File: src/rtl/if_id_buffer_pkg.sv
// Shared CPU definitions: halt opcode, IF/ID FSM encoding, buffer entry layout.
package if_id_buffer_pkg;

  // Opcode in instr[15:12] that stops fetch.
  localparam logic [3:0] HLT_OPC_DEFAULT = 4'hF;

  // Number of slots in the fetch/decode skid buffer.
  localparam int unsigned BUF_DEPTH = 2;

  typedef enum logic {
    ST_RUN  = 1'b0,
    ST_HALT = 1'b1
  } fsm_state_t;

  typedef struct packed {
    logic [15:0] instr;
    logic [15:0] pcs;
  } entry_t;

  // True when the instruction carries the given halt opcode.
  function automatic logic is_halt(input logic [15:0] instr, input logic [3:0] opc);
    return (instr[15:12] == opc);
  endfunction

endpackage

File: src/rtl/if_id_buffer_entry.sv
// One buffer slot: a 32-bit {instr, pcs} register with write enable.
module if_id_entry (
  input  logic        clk,
  input  logic        rst,
  input  logic        i_we,
  input  logic [31:0] i_d,
  output logic [31:0] o_q
);

  logic [31:0] r_q;

  // Capture the incoming pair when selected; cleared by reset.
  always_ff @(posedge clk or posedge rst) begin
    if (rst) begin
      r_q <= 32'h0000_0000;
    end else if (i_we) begin
      r_q <= i_d;
    end
  end

  assign o_q = r_q;

endmodule

File: src/rtl/if_id_buffer.sv
// Two-entry IF/ID buffer with halt detection and flush.
// Fetch-side ready depends only on local state so decode stalls never
// form a combinational path back into fetch.
module if_id_buffer
  import if_id_buffer_pkg::*;
#(
  parameter logic [3:0] HLT_OPC = HLT_OPC_DEFAULT
) (
  input  logic        clk,
  input  logic        rst,
  input  logic        if_valid,
  input  logic [15:0] if_instr,
  input  logic [15:0] if_pcs,
  output logic        if_ready,
  output logic        id_valid,
  output logic [15:0] id_instr,
  output logic [15:0] id_pcs,
  input  logic        id_ready,
  input  logic        flush,
  output logic        halted
);

  fsm_state_t  r_state;
  fsm_state_t  w_state_next;
  logic [1:0]  r_count;
  logic        r_rd_ptr;
  logic        r_wr_ptr;

  logic        w_push;
  logic        w_pop;
  entry_t      w_wr_data;
  entry_t      w_head;
  logic [31:0] w_entry_q [BUF_DEPTH];
  logic [BUF_DEPTH-1:0] w_entry_we;

  assign w_push    = if_valid && if_ready;
  assign w_pop     = id_valid && id_ready;
  assign w_wr_data = '{instr: if_instr, pcs: if_pcs};

  genvar gi;
  generate
    for (gi = 0; gi < BUF_DEPTH; gi++) begin : g_entry
      // Flush suppresses the write so a discarded instruction never lands.
      assign w_entry_we[gi] = w_push && !flush && (r_wr_ptr == 1'(gi));

      if_id_entry u_entry (
        .clk  (clk),
        .rst  (rst),
        .i_we (w_entry_we[gi]),
        .i_d  (w_wr_data),
        .o_q  (w_entry_q[gi])
      );
    end
  endgenerate

  assign w_head   = entry_t'(w_entry_q[r_rd_ptr]);
  assign id_valid = (r_count != 2'd0);
  assign id_instr = id_valid ? w_head.instr : 16'h0000;
  assign id_pcs   = id_valid ? w_head.pcs   : 16'h0000;
  assign if_ready = (r_count != 2'd2) && (r_state == ST_RUN);
  assign halted   = (r_state == ST_HALT);

  // Occupancy and pointer bookkeeping; flush empties the buffer outright.
  always_ff @(posedge clk or posedge rst) begin
    if (rst) begin
      r_count  <= 2'd0;
      r_rd_ptr <= 1'b0;
      r_wr_ptr <= 1'b0;
    end else if (flush) begin
      r_count  <= 2'd0;
      r_rd_ptr <= 1'b0;
      r_wr_ptr <= 1'b0;
    end else begin
      case ({w_push, w_pop})
        2'b10: begin
          r_count  <= r_count + 2'd1;
          r_wr_ptr <= r_wr_ptr + 1'b1;
        end
        2'b01: begin
          r_count  <= r_count - 2'd1;
          r_rd_ptr <= r_rd_ptr + 1'b1;
        end
        2'b11: begin
          r_wr_ptr <= r_wr_ptr + 1'b1;
          r_rd_ptr <= r_rd_ptr + 1'b1;
        end
        default: begin
        end
      endcase
    end
  end

  // FSM state register.
  always_ff @(posedge clk or posedge rst) begin
    if (rst) begin
      r_state <= ST_RUN;
    end else begin
      r_state <= w_state_next;
    end
  end

  // Next state: a halt push stops fetch; only flush (or reset) resumes it.
  always_comb begin
    w_state_next = r_state;
    if (flush) begin
      w_state_next = ST_RUN;
    end else if ((r_state == ST_RUN) && w_push && is_halt(if_instr, HLT_OPC)) begin
      w_state_next = ST_HALT;
    end
  end

endmodule

File: config.mk
export PLATFORM = sky130hd
export DESIGN_NAME = if_id_buffer
export DESIGN_NICKNAME = d
export VERILOG_FILES = /design/src/rtl/if_id_buffer_pkg.sv /design/src/rtl/if_id_buffer_entry.sv /design/src/rtl/if_id_buffer.sv
export SDC_FILE = /design/constraint.sdc
export NUM_CORES = 1
export LEC_CHECK = 0
export ABC_AREA = 1
export ABC_CLOCK_PERIOD_IN_PS = 1900
export CAP_MARGIN = 25
export CELL_PAD_IN_SITES_DETAIL_PLACEMENT = 1
export CELL_PAD_IN_SITES_GLOBAL_PLACEMENT = 1
export CORE_MARGIN = 3
export CORE_UTILIZATION = 37
export CTS_BUF_LIST = sky130_fd_sc_hd__clkbuf_16
export DETAILED_ROUTE_END_ITERATION = 8
export PLACE_DENSITY_LB_ADDON = 0.1
export SLEW_MARGIN = 10
export SYNTH_ARGS = -nofsm -noshare
export SYNTH_HDL_FRONTEND = slang
export SYNTH_HIERARCHICAL = 1
export SYNTH_SLANG_ARGS = --single-unit
File: constraint.sdc
create_clock -name clk -period 1.9 [get_ports clk]
set_input_delay 0.38 -clock clk [delete_from_list [all_inputs] [get_ports clk]]
set_output_delay 0.38 -clock clk [all_outputs]
set_load 0.01 [all_outputs]
## Yosys cells after proc, flatten, opt, wreduce, memory -nomap -nowiden

Cells that the tools add are included.

- Word-level logic and storage cells: 48
- Register bits after elaboration: 69

- Add/subtract/negate cells: 4
- Reduce and logical (&&, ||, !) cells: 16
- Mux-type cells: 13
- Equal/unequal tests: 5
- Bitwise operators: 3
- Magnitude comparators: 1

Operators with widths:

| operator | count |
|---|---|
| 2-to-1 mux 32 bit | 3 |
| 2-to-1 mux 16 bit | 2 |
| logical AND 1 bit | 8 |
| nonzero test 2 bit | 4 |
| 2-to-1 mux 1 bit | 6 |
| == test 2 bit (second input constant) | 2 |
| == test 4 bit (second input constant) | 1 |
| case mux 2 bit (2 select lines) | 1 |
| OR reduction 2 bit | 2 |
| nonzero test 3 bit | 1 |
| adder 1 bit (second input constant) | 2 |
| adder 2 x 1 -> 2 bit (second input constant) | 1 |
| == test 2 x 1 -> 1 bit (second input constant) | 1 |
| >= comparator 2 bit (second input constant) | 1 |
| 2-to-1 mux 2 bit | 1 |
| != test 2 bit (second input constant) | 1 |
| inverter 1 bit | 2 |
| inverter 1 -> 2 bit | 1 |
| subtractor 2 x 1 -> 2 bit (second input constant) | 1 |
| logical NOT 1 bit | 1 |

## Logic depth before layout (Yosys ltp)

Gate-level depths: netlist of run 1.

- Word-level depth: 7
- Depth in mapped cells: 9

## Hierarchy

Netlist of run 1, hierarchy kept.

Modules (own cells, without submodules):

| module | instances | area each (um2) | seq. area each (um2) | cells an instance |
|---|---|---|---|---|
| if_id_entry | 2 | 1296.2 | 800.8 | 137 |
| if_id_buffer | 1 | 780.7 | 125.1 | 152 |

## Least setup slack after synthesis of run 1

Ideal clock, no wire load.

- Path kind: register to register
- Start point: register r_count[1]
- End point: register g_entry[0].u_entry.r_q[10]
- Buffers on the path: 2
- Setup slack: 484 ps
- Cell stages (with the launch flop): 9
- Arrival time: 1299 ps
- Period minus slack after synthesis: 1416 ps
- Setup time: 116 ps
- Cells stage by stage: dfrtp_1 a21oi_4 nand3_1 nor2_1 buf_6 inv_8 buf_12 nand2_2 nand2_1

- Word-level cells in the longest chain between the ends: 5

RTL lines:

| item | RTL line | source |
|---|---|---|
| from (decl) | if_id_buffer.sv:25 | `logic [1:0] r_count;` |
| from (signal assigned) | if_id_buffer.sv:76 | `r_count <= r_count + 2'd1;` |
| from (signal assigned) | if_id_buffer.sv:80 | `r_count <= r_count - 2'd1;` |
| != test 2 bit | if_id_buffer.sv:60 | `assign if_ready = (r_count != 2'd2) && (r_state == ST_RUN);` |
| logical AND 1 bit | if_id_buffer.sv:60 |  |
| via if_ready | if_id_buffer.sv:14 | `output logic if_ready,` |
| logical AND 1 bit | if_id_buffer.sv:36 | `assign w_push = if_valid && if_ready;` |
| logical AND 1 bit (2 in series) | if_id_buffer.sv:44 | `assign w_entry_we[gi] = w_push && !flush && (r_wr_ptr == 1'(gi));` |
| via w_entry_we[0] | if_id_buffer.sv:34 | `logic [BUF_DEPTH-1:0] w_entry_we;` |
| to (signal assigned) | if_id_buffer_entry.sv:17 | `r_q <= i_d;` |
| to (decl) | if_id_buffer_entry.sv:10 | `logic [31:0] r_q;` |

The timed path passes the listed nets, and every way through them passes these cells.
A chain may end at the register's enable or synchronous reset.

## Worst setup path after layout of run 1

- Start point: register r_count[1]
- End point: output id_instr[10]

- Word-level cells in the longest chain between the ends: 2

RTL lines:

| item | RTL line | source |
|---|---|---|
| nonzero test 2 bit | if_id_buffer.sv:57 | `assign id_valid = (r_count != 2'd0);` |
| 2-to-1 mux 16 bit | if_id_buffer.sv:58 | `assign id_instr = id_valid ? w_head.instr : 16'h0000;` |
| to (decl) | if_id_buffer.sv:16 | `output logic [15:0] id_instr,` |

No other way between the ends.

==> results of run 1 <==
-- logic make-up (layout without fill, tap and decap cells) --
logic type,Yosys count,count (layout),share of synthesized area (%)
compound gates,36,36,5.67
buf+inv,37,132,8.94
simple gates,284,284,34.2
flops,69,69,51.2
-- area by class of cell --
cell class / count / area (sq um)
clock buffer: 9 / 225
clock inverter: 7 / 35.0
fill: 1096 / 4290
inverter: 13 / 68.8
multi-input combinational: 320 / 1380
sequential: 69 / 1730
tap: 108 / 135
timing repair buffer: 103 / 942
-- synthesized netlist by cell type --
library cell  instances
buf_12                2
clkinv_1              1
a21oi_4               1
clkbuf_1              2
clkbuf_8              6
nand3_1               4
o21ai_1               1
nand4_1               3
nor2_1                6
nor2_2                2
dfrtp_1              69
nand2_1             244
inv_1                 8
inv_8                 2
nand2_2              23
inv_2                 2
o21ai_0               1
nand3_2               2
a21oi_1              33
buf_2                 8
buf_6                 6
-- how the worst max path moves through the flow --
stage / slack [ns] / cells past startpoint / end / from
after detailed placement: 0.005 / 5 / id_instr[7] / r_rd_ptr$_DFFE_PP0P_
after global routing: 0.01 / 4 / id_instr[10] / r_count[1]$_DFFE_PP0P_
final: 0.07 / 4 / id_instr[10] / r_count[1]$_DFFE_PP0P_
after CTS: -0.24 / 4 / id_instr[13] / r_rd_ptr$_DFFE_PP0P_
after floorplan: 0.48 / 8 / g_entry[0].u_entry/o_q[10]$_DFFE_PP0P_ / r_count[1]$_DFFE_PP0P_
after global placement: 0.04 / 5 / id_instr[15] / r_rd_ptr$_DFFE_PP0P_
-- cells in the final DEF (no fill, tap or decap), drive strengths merged --
cell type	count
inv	14
dfrtp	69
a21oi	34
clkdlybuf4s50	37
nand4	3
clkdlybuf4s15	7
clkinv	6
nor2	8
nand2	267
dlymetal6s2s	2
clkbuf	29
nand3	6
dlygate4sd2	3
buf	34
o21ai	2
-- where the power goes --
part | switching (uW) | leakage, uW | internal, uW
Combinational | 1480 | 0.00135 | 1210
Sequential | 448 | 0.000863 | 2150
Clock | 621 | 0.000139 | 864
Total | 2550 | 0.00235 | 4230
-- critical path, cell delays in order (launching register included) --
cell and delay [ns]:
dfrtp_1 0.41, nor2_4 0.23, buf_12 0.18, a21oi_1 0.04, dlygate4sd2_1 0.27
-- metal layers --
layer,vias to the layer above,track usage [%],part of all wire (%)
met5,-,0,0
met1,1561,27.5,46
li1,1490,-,-
met4,0,5.73,0.54
met2,50,33.9,50
met3,7,3.17,2.9
-- metrics by stage --
stage               area (sq um)  hold slack (ns)  utilization (%)  worst slack (ns)  setup TNS [ns]
floorplan                   3370            0.159                -             0.484               0
CTS                         4460            0.417             50.7            -0.239          -0.476
global route                4520            0.433             51.3            0.0107               0
detailed placement          4200            0.459             47.7           0.00471               0
global placement            4200            0.454             47.7            0.0366               0
finish                      4520            0.412             51.3            0.0651               0
-- state kept, by name, indices dropped and copies added, names as in the netlist --
| signal | count |
|---|---|
| r_rd_ptr | 1 |
| r_wr_ptr | 1 |
| halted | 1 |
| g_entry.u_entry/o_q | 64 |
| r_count | 2 |
-- repair_timing --
item | in CTS | in global routing
setup endpoints to repair | 34 | 32
pin swaps | 0 | 3
gates cloned | 0 | 2
resized for setup | 51 | 54
hold endpoints to repair | 0 | 0
setup buffers | 0 | 8
==> impl_results.md, run 1 <==
* Status: completed
* Post-route minimum period at about 1.8 ns
* DRT antenna net count at 0
* Hold-fix buffers, CTS at 0
* Clock buffer depth at 2
* Final Hold Viols at 0
* Max-slew headroom at between 70% and 80%
* Reg clk slew, reported paths at about 0.050 ns
* Startpoint Class: register
* Worst Hold Class: in -> async
* Synthesized net count at around 460
* Number of global-route vias before repair at roughly 3200
* Vias at between 3000 and 4000
* Floorplan row count at 34
* Largest net degree at the start of global routing at 33
* R2r endpoint: g_entry[1].u_entry/o_q[15]$_DFFE_PP0P_
* Static Leak at about 0.0023 uW
* H-tree depth at 3
* Syn_area_per_cell at a little under 8 sq um
* Drt wl/cell at between 15 and 20 microns
* Gpl congestion at around 0.75
* Post-route DRC at 0
* HPWL after DPL at between 6000 and 7000 microns
* GRT Residual Overflow at 0
* Max_cap viols at 0
* Synthesized instance count at about 430
* DP Cell Count at approximately 600
* Register-to-register setup slack at between 0.15 and 0.2 ns
* Fin crit share at between 90% and 100%
* Max VDD drop at approximately 0.00053 V
* Global-route wire length before repair at between 15000 and 20000 microns
* WP data arrival at between 1 and 1.5 ns
* Worst EP required at 1.52 ns
* Post-synth design cell area at around 3400 sq um
* Crit Path Class: reg -> out
* Total power at ~6800 uW
* Full die area at around 10000 sq um
* Setup-failing EPs final at 0
* Distinct cells, synth at 21
* Slew @ Worst Pin at roughly 0.36 ns
* Die Width at around 100 microns
* Leading post-synthesis cells by cell area: dfrtp_1, nand2_1, a21oi_1
* Yosys warnings at 6
* TritonCTS clock tree: yes
* R2r startpoint: r_count[1]$_DFFE_PP0P_
* Final cell count without fillers at between 600 and 700
* Antenna diodes at 0
* Routed WL at slightly above 10000 microns
* Share of layout cells above drive strength 1 at 20.9%
* Power per cell area at about 1500 nW/um^2
* Critical path endpoint category: output pin
* Initial Util at a little under two fifths
* I/O Buffers at 71
* First-pass DRT Iterations at 4
* Unrepaired setup endpoints after global routing: no
* Initial drt markers at between 90 and 100
* Slew Limit Fails at 0
* Clk Latency, worst-skew pair at between 0.3 and 0.4 ns
* R2r worst-path depth at 7
* Core box area at 8810 sq um
* Sequential area share after synthesis at roughly half
* Area Overhead vs Synth at 33.9%
* Clk root buf: clkbuf_16
* Yosys top cell by area: dfrtp_1
* Number of vias per cell at 4.94
* Total clock sinks at 69
* Max FO, Critical Path at 12
* Initial antenna violation count at 0
* Num CTS Buffers at 9
* Clock Skew at 0.00579 ns
* Num ports at 72
* Layout Nets at about 550
* Die height at about 100 microns
* Max Freq at approximately 0.55 GHz
* Yosys reg bits at 69
* GRT Util Overall at slightly above 20%
* Top-area cell type share of the netlist area at about half
Note: power is estimated with default switching activity, not from simulation.
==> run 2, diff against run 1 <==
ABC_AREA = not set   (was 1)
CORE_UTILIZATION = 43   (was 37)
CTS_BUF_LIST = sky130_fd_sc_hd__clkbuf_4 sky130_fd_sc_hd__clkbuf_8   (was sky130_fd_sc_hd__clkbuf_16)
==> run 2 against run 1 <==
  * Wire length shrank 24%
  * Largest power group is now registers
  * Synthesized cell count is 43% lower
  * Hold slack got worse by 0.048 ns
  * Clock skew decreased by 0.0019 ns
  * Critical path depth up 1
==> impl_results.md, run 2 <==
* Layout Utilization at 59.9%
* Sequential share of power at a little under half
* R2r endpoint: g_entry[1].u_entry/o_q[24]$_DFFE_PP0P_
* Syn_area_per_cell at ~14 sq um
* Number of global-route vias before repair at around 2400
* Most common cell after layout, fill and taps aside: dfrtp_1
* Distinct cells, synth at 21
* Core box area at between 7000 and 8000 sq um
* Synthesized instance count at around 240
* Unrepaired setup endpoints after global routing: yes
* Final hold slack at ~0.36 ns
* GRT Residual Overflow at 0
* Leading post-synthesis cells by cell area: dfrtp_1, mux2_4, mux2i_1
* R2r startpoint: r_count[1]$_DFFE_PP0P_
* Startpoint Class: register
* HPWL after DPL at between 5000 and 6000 microns
* Area Overhead vs Synth at 34.1%
* Vias at 2233
* Num ports at 72
* Global-route wire length before repair at roughly 12000 microns
* Fin crit share at 97.4%
* Design area at approximately 4700 sq um
* Post-synth design cell area at between 3000 and 4000 sq um
* Post-route minimum period at between 1.5 and 2 ns
* Max reg flops at between 60 and 70
* Worst Hold Class: in -> async
* TritonCTS clock tree: yes
* GRT Util Overall at about 18%
* WP data arrival at about 1.5 ns
* Synth cell count leaders: dfrtp_1, mux2_4, nor2_1
* Asr flop ratio synth at 100%
* First-pass DRT Iterations at 4
* Combinational share of power at slightly below 30%
* Full die area at just over 9000 sq um
* Reg clk slew, reported paths at around 0.070 ns
* Power per cell area at between 900 and 1000 nW/um^2
* Clk Latency, worst-skew pair at 0.33 ns
* Highest-count cells in the layout ignoring fill and taps: dfrtp_1, mux2_4, clkdlybuf4s50_1
* Max-slew headroom at about four fifths
* Crit path depth at 5
* Register-to-register setup slack at 0.05 ns
* P_sw at 1160 uW
* Total clock sinks at between 60 and 70
* Pint at roughly 3300 uW
* Crit path from: r_rd_ptr$_DFFE_PP0P_
* Clk pwr share at around a quarter
* Yosys top cell by area: dfrtp_1
* Number of vias per cell at ~5
* Die Width at 95.8 microns
* Worst EP required at approximately 1.5 ns
* R2r worst-path depth at 6
* Largest net degree at the start of global routing at 23
* Gpl congestion at between 0.7 and 0.8
* Initial drt markers at 40
* CP endpoint: id_instr[14]
* Layout Nets at about 390
* Yosys warnings at 6
* Final Hold Viols at 0
* H-tree depth at 3
* Critical path endpoint category: output pin
* Setup-failing EPs final at 0
* Yosys reg bits at slightly below 70
* DRT antenna net count at 0
* Slowest-stage cell, CP: dfrtp_2
* Initial antenna violation count at 0
* Sw frac at 26.1%
* Max Freq at around 0.54 GHz
* Num CTS Buffers at 9
* Clock buffer depth at 2
* Cells along the critical path: buf_12 > buf_4 > mux2i_1 > nor2_1 > buf_2
* Max_cap viols at 0
* Sequential area share after synthesis at 49.7%
* Dpl ws at -0.316 ns
* Synthesized net count at approximately 280
* Status: completed
* Static Leak at roughly 0.0022 uW
* Max FO, Critical Path at 6
* CP peak stage delay at between 0.4 and 0.5 ns
* Share of layout cells above drive strength 1 at a little under half
* Max VDD drop at ~0.00049 V
* EDFF count, synth at 0
* Slew Limit Fails at 0
* Total power at 4430 uW
* Antenna diodes at 0
* Top delay family on crit path: buffers and inverters
* Routed WL at approximately 7800 microns
* Post-DP Area at around 4400 sq um
* Hold-fix buffers, CTS at 0
* Main synth FF type: dfrtp_1
* Crit Path Class: reg -> out
* Post-route DRC at 0
* Drt wl/cell at between 15 and 20 microns
* Die height at about 96 microns
* Floorplan row count at 32
* Fin worst setup slack at between 0.05 and 0.06 ns
* Crit path buf inv count at 3
* Slew @ Worst Pin at approximately 0.31 ns
* Most common cell in the netlist: dfrtp_1
* I/O Buffers at 71
* Initial Util at 44.7%
* Top-area cell type share of the netlist area at just under 50%
* Clock Skew at slightly below 0.004 ns
* Clk root buf: clkbuf_8
-- run 2: cells by family (layout without fill, tap and decap cells) --
kind of cell / Yosys count / in the layout / synth area share, %
AND/OR/NAND/NOR: 44 / 44 / 5.59
buffers and inverters: 21 / 132 / 5.98
AO/OA/AOI/OAI: 8 / 8 / 1.37
flip-flops: 69 / 69 / 49.7
XOR/XNOR: 1 / 1 / 0.252
multiplexers: 98 / 98 / 37.1
-- run 2: worst min path at each step --
stage / from / end / depth (start not counted)
global route: rst / halted$_DFFE_PP0P_ / 2
finish: rst / halted$_DFFE_PP0P_ / 2
detailed placement: g_entry[0].u_entry/o_q[23]$_DFFE_PP0P_ / g_entry[0].u_entry/o_q[23]$_DFFE_PP0P_ / 1
floorplan: rst / halted$_DFFE_PP0P_ / 1
CTS: rst / halted$_DFFE_PP0P_ / 2
global placement: g_entry[0].u_entry/o_q[11]$_DFFE_PP0P_ / g_entry[0].u_entry/o_q[11]$_DFFE_PP0P_ / 1
-- run 2: per-layer routing --
| metal | up-vias | wire length [microns] | global-route usage, % |
|---|---|---|---|
| met5 | - | 0 | 0 |
| met4 | 0 | 99 | 5.33 |
| met3 | 8 | 358 | 4.61 |
| met2 | 52 | 3830 | 29.2 |
| met1 | 1130 | 3540 | 23.6 |
| li1 | 1043 | - | - |
-- run 2: what timing repair did --
action                                  4_1_cts  5_1_grt
gates cloned                                  1        1
buffers inserted                             10       10
endpoints found under the setup margin       34       81
pin swaps                                     2        6
resized for setup                            91       32
-- run 2: area by class of cell --
cell class / count / area (sq um)
clock buffers: 13 / 179
inverters: 6 / 22.5
fillers: 775 / 3110
flip-flops and latches: 69 / 1730
repair buffers: 112 / 1020
clock inverters: 1 / 5.00
well taps: 102 / 128
multi-input cells: 151 / 1570
-- run 2: power by group through the flow --
| stage | registers [uW] | logic, uW | clock network, uW |
|---|---|---|---|
| 6_report | 2060 | 1280 | 1090 |
| 5_1_grt | 2110 | 1380 | 1200 |
| 3_5_place_dp | 2080 | 1270 | 0 |
| 3_3_place_gp | 2070 | 1240 | 0 |
| 2_1_floorplan | 2000 | 887 | 0 |
| 4_1_cts | 2060 | 1280 | 1150 |
-- run 2: through the flow --
| stage | cells | setup TNS, ns |
|---|---|---|
| global route | 454 | -0.0474 |
| finish | 454 | 0 |
| floorplan | 241 | 0 |
| global placement | 418 | -16.30 |
| detailed placement | 418 | -18.99 |
| CTS | 443 | -0.266 |
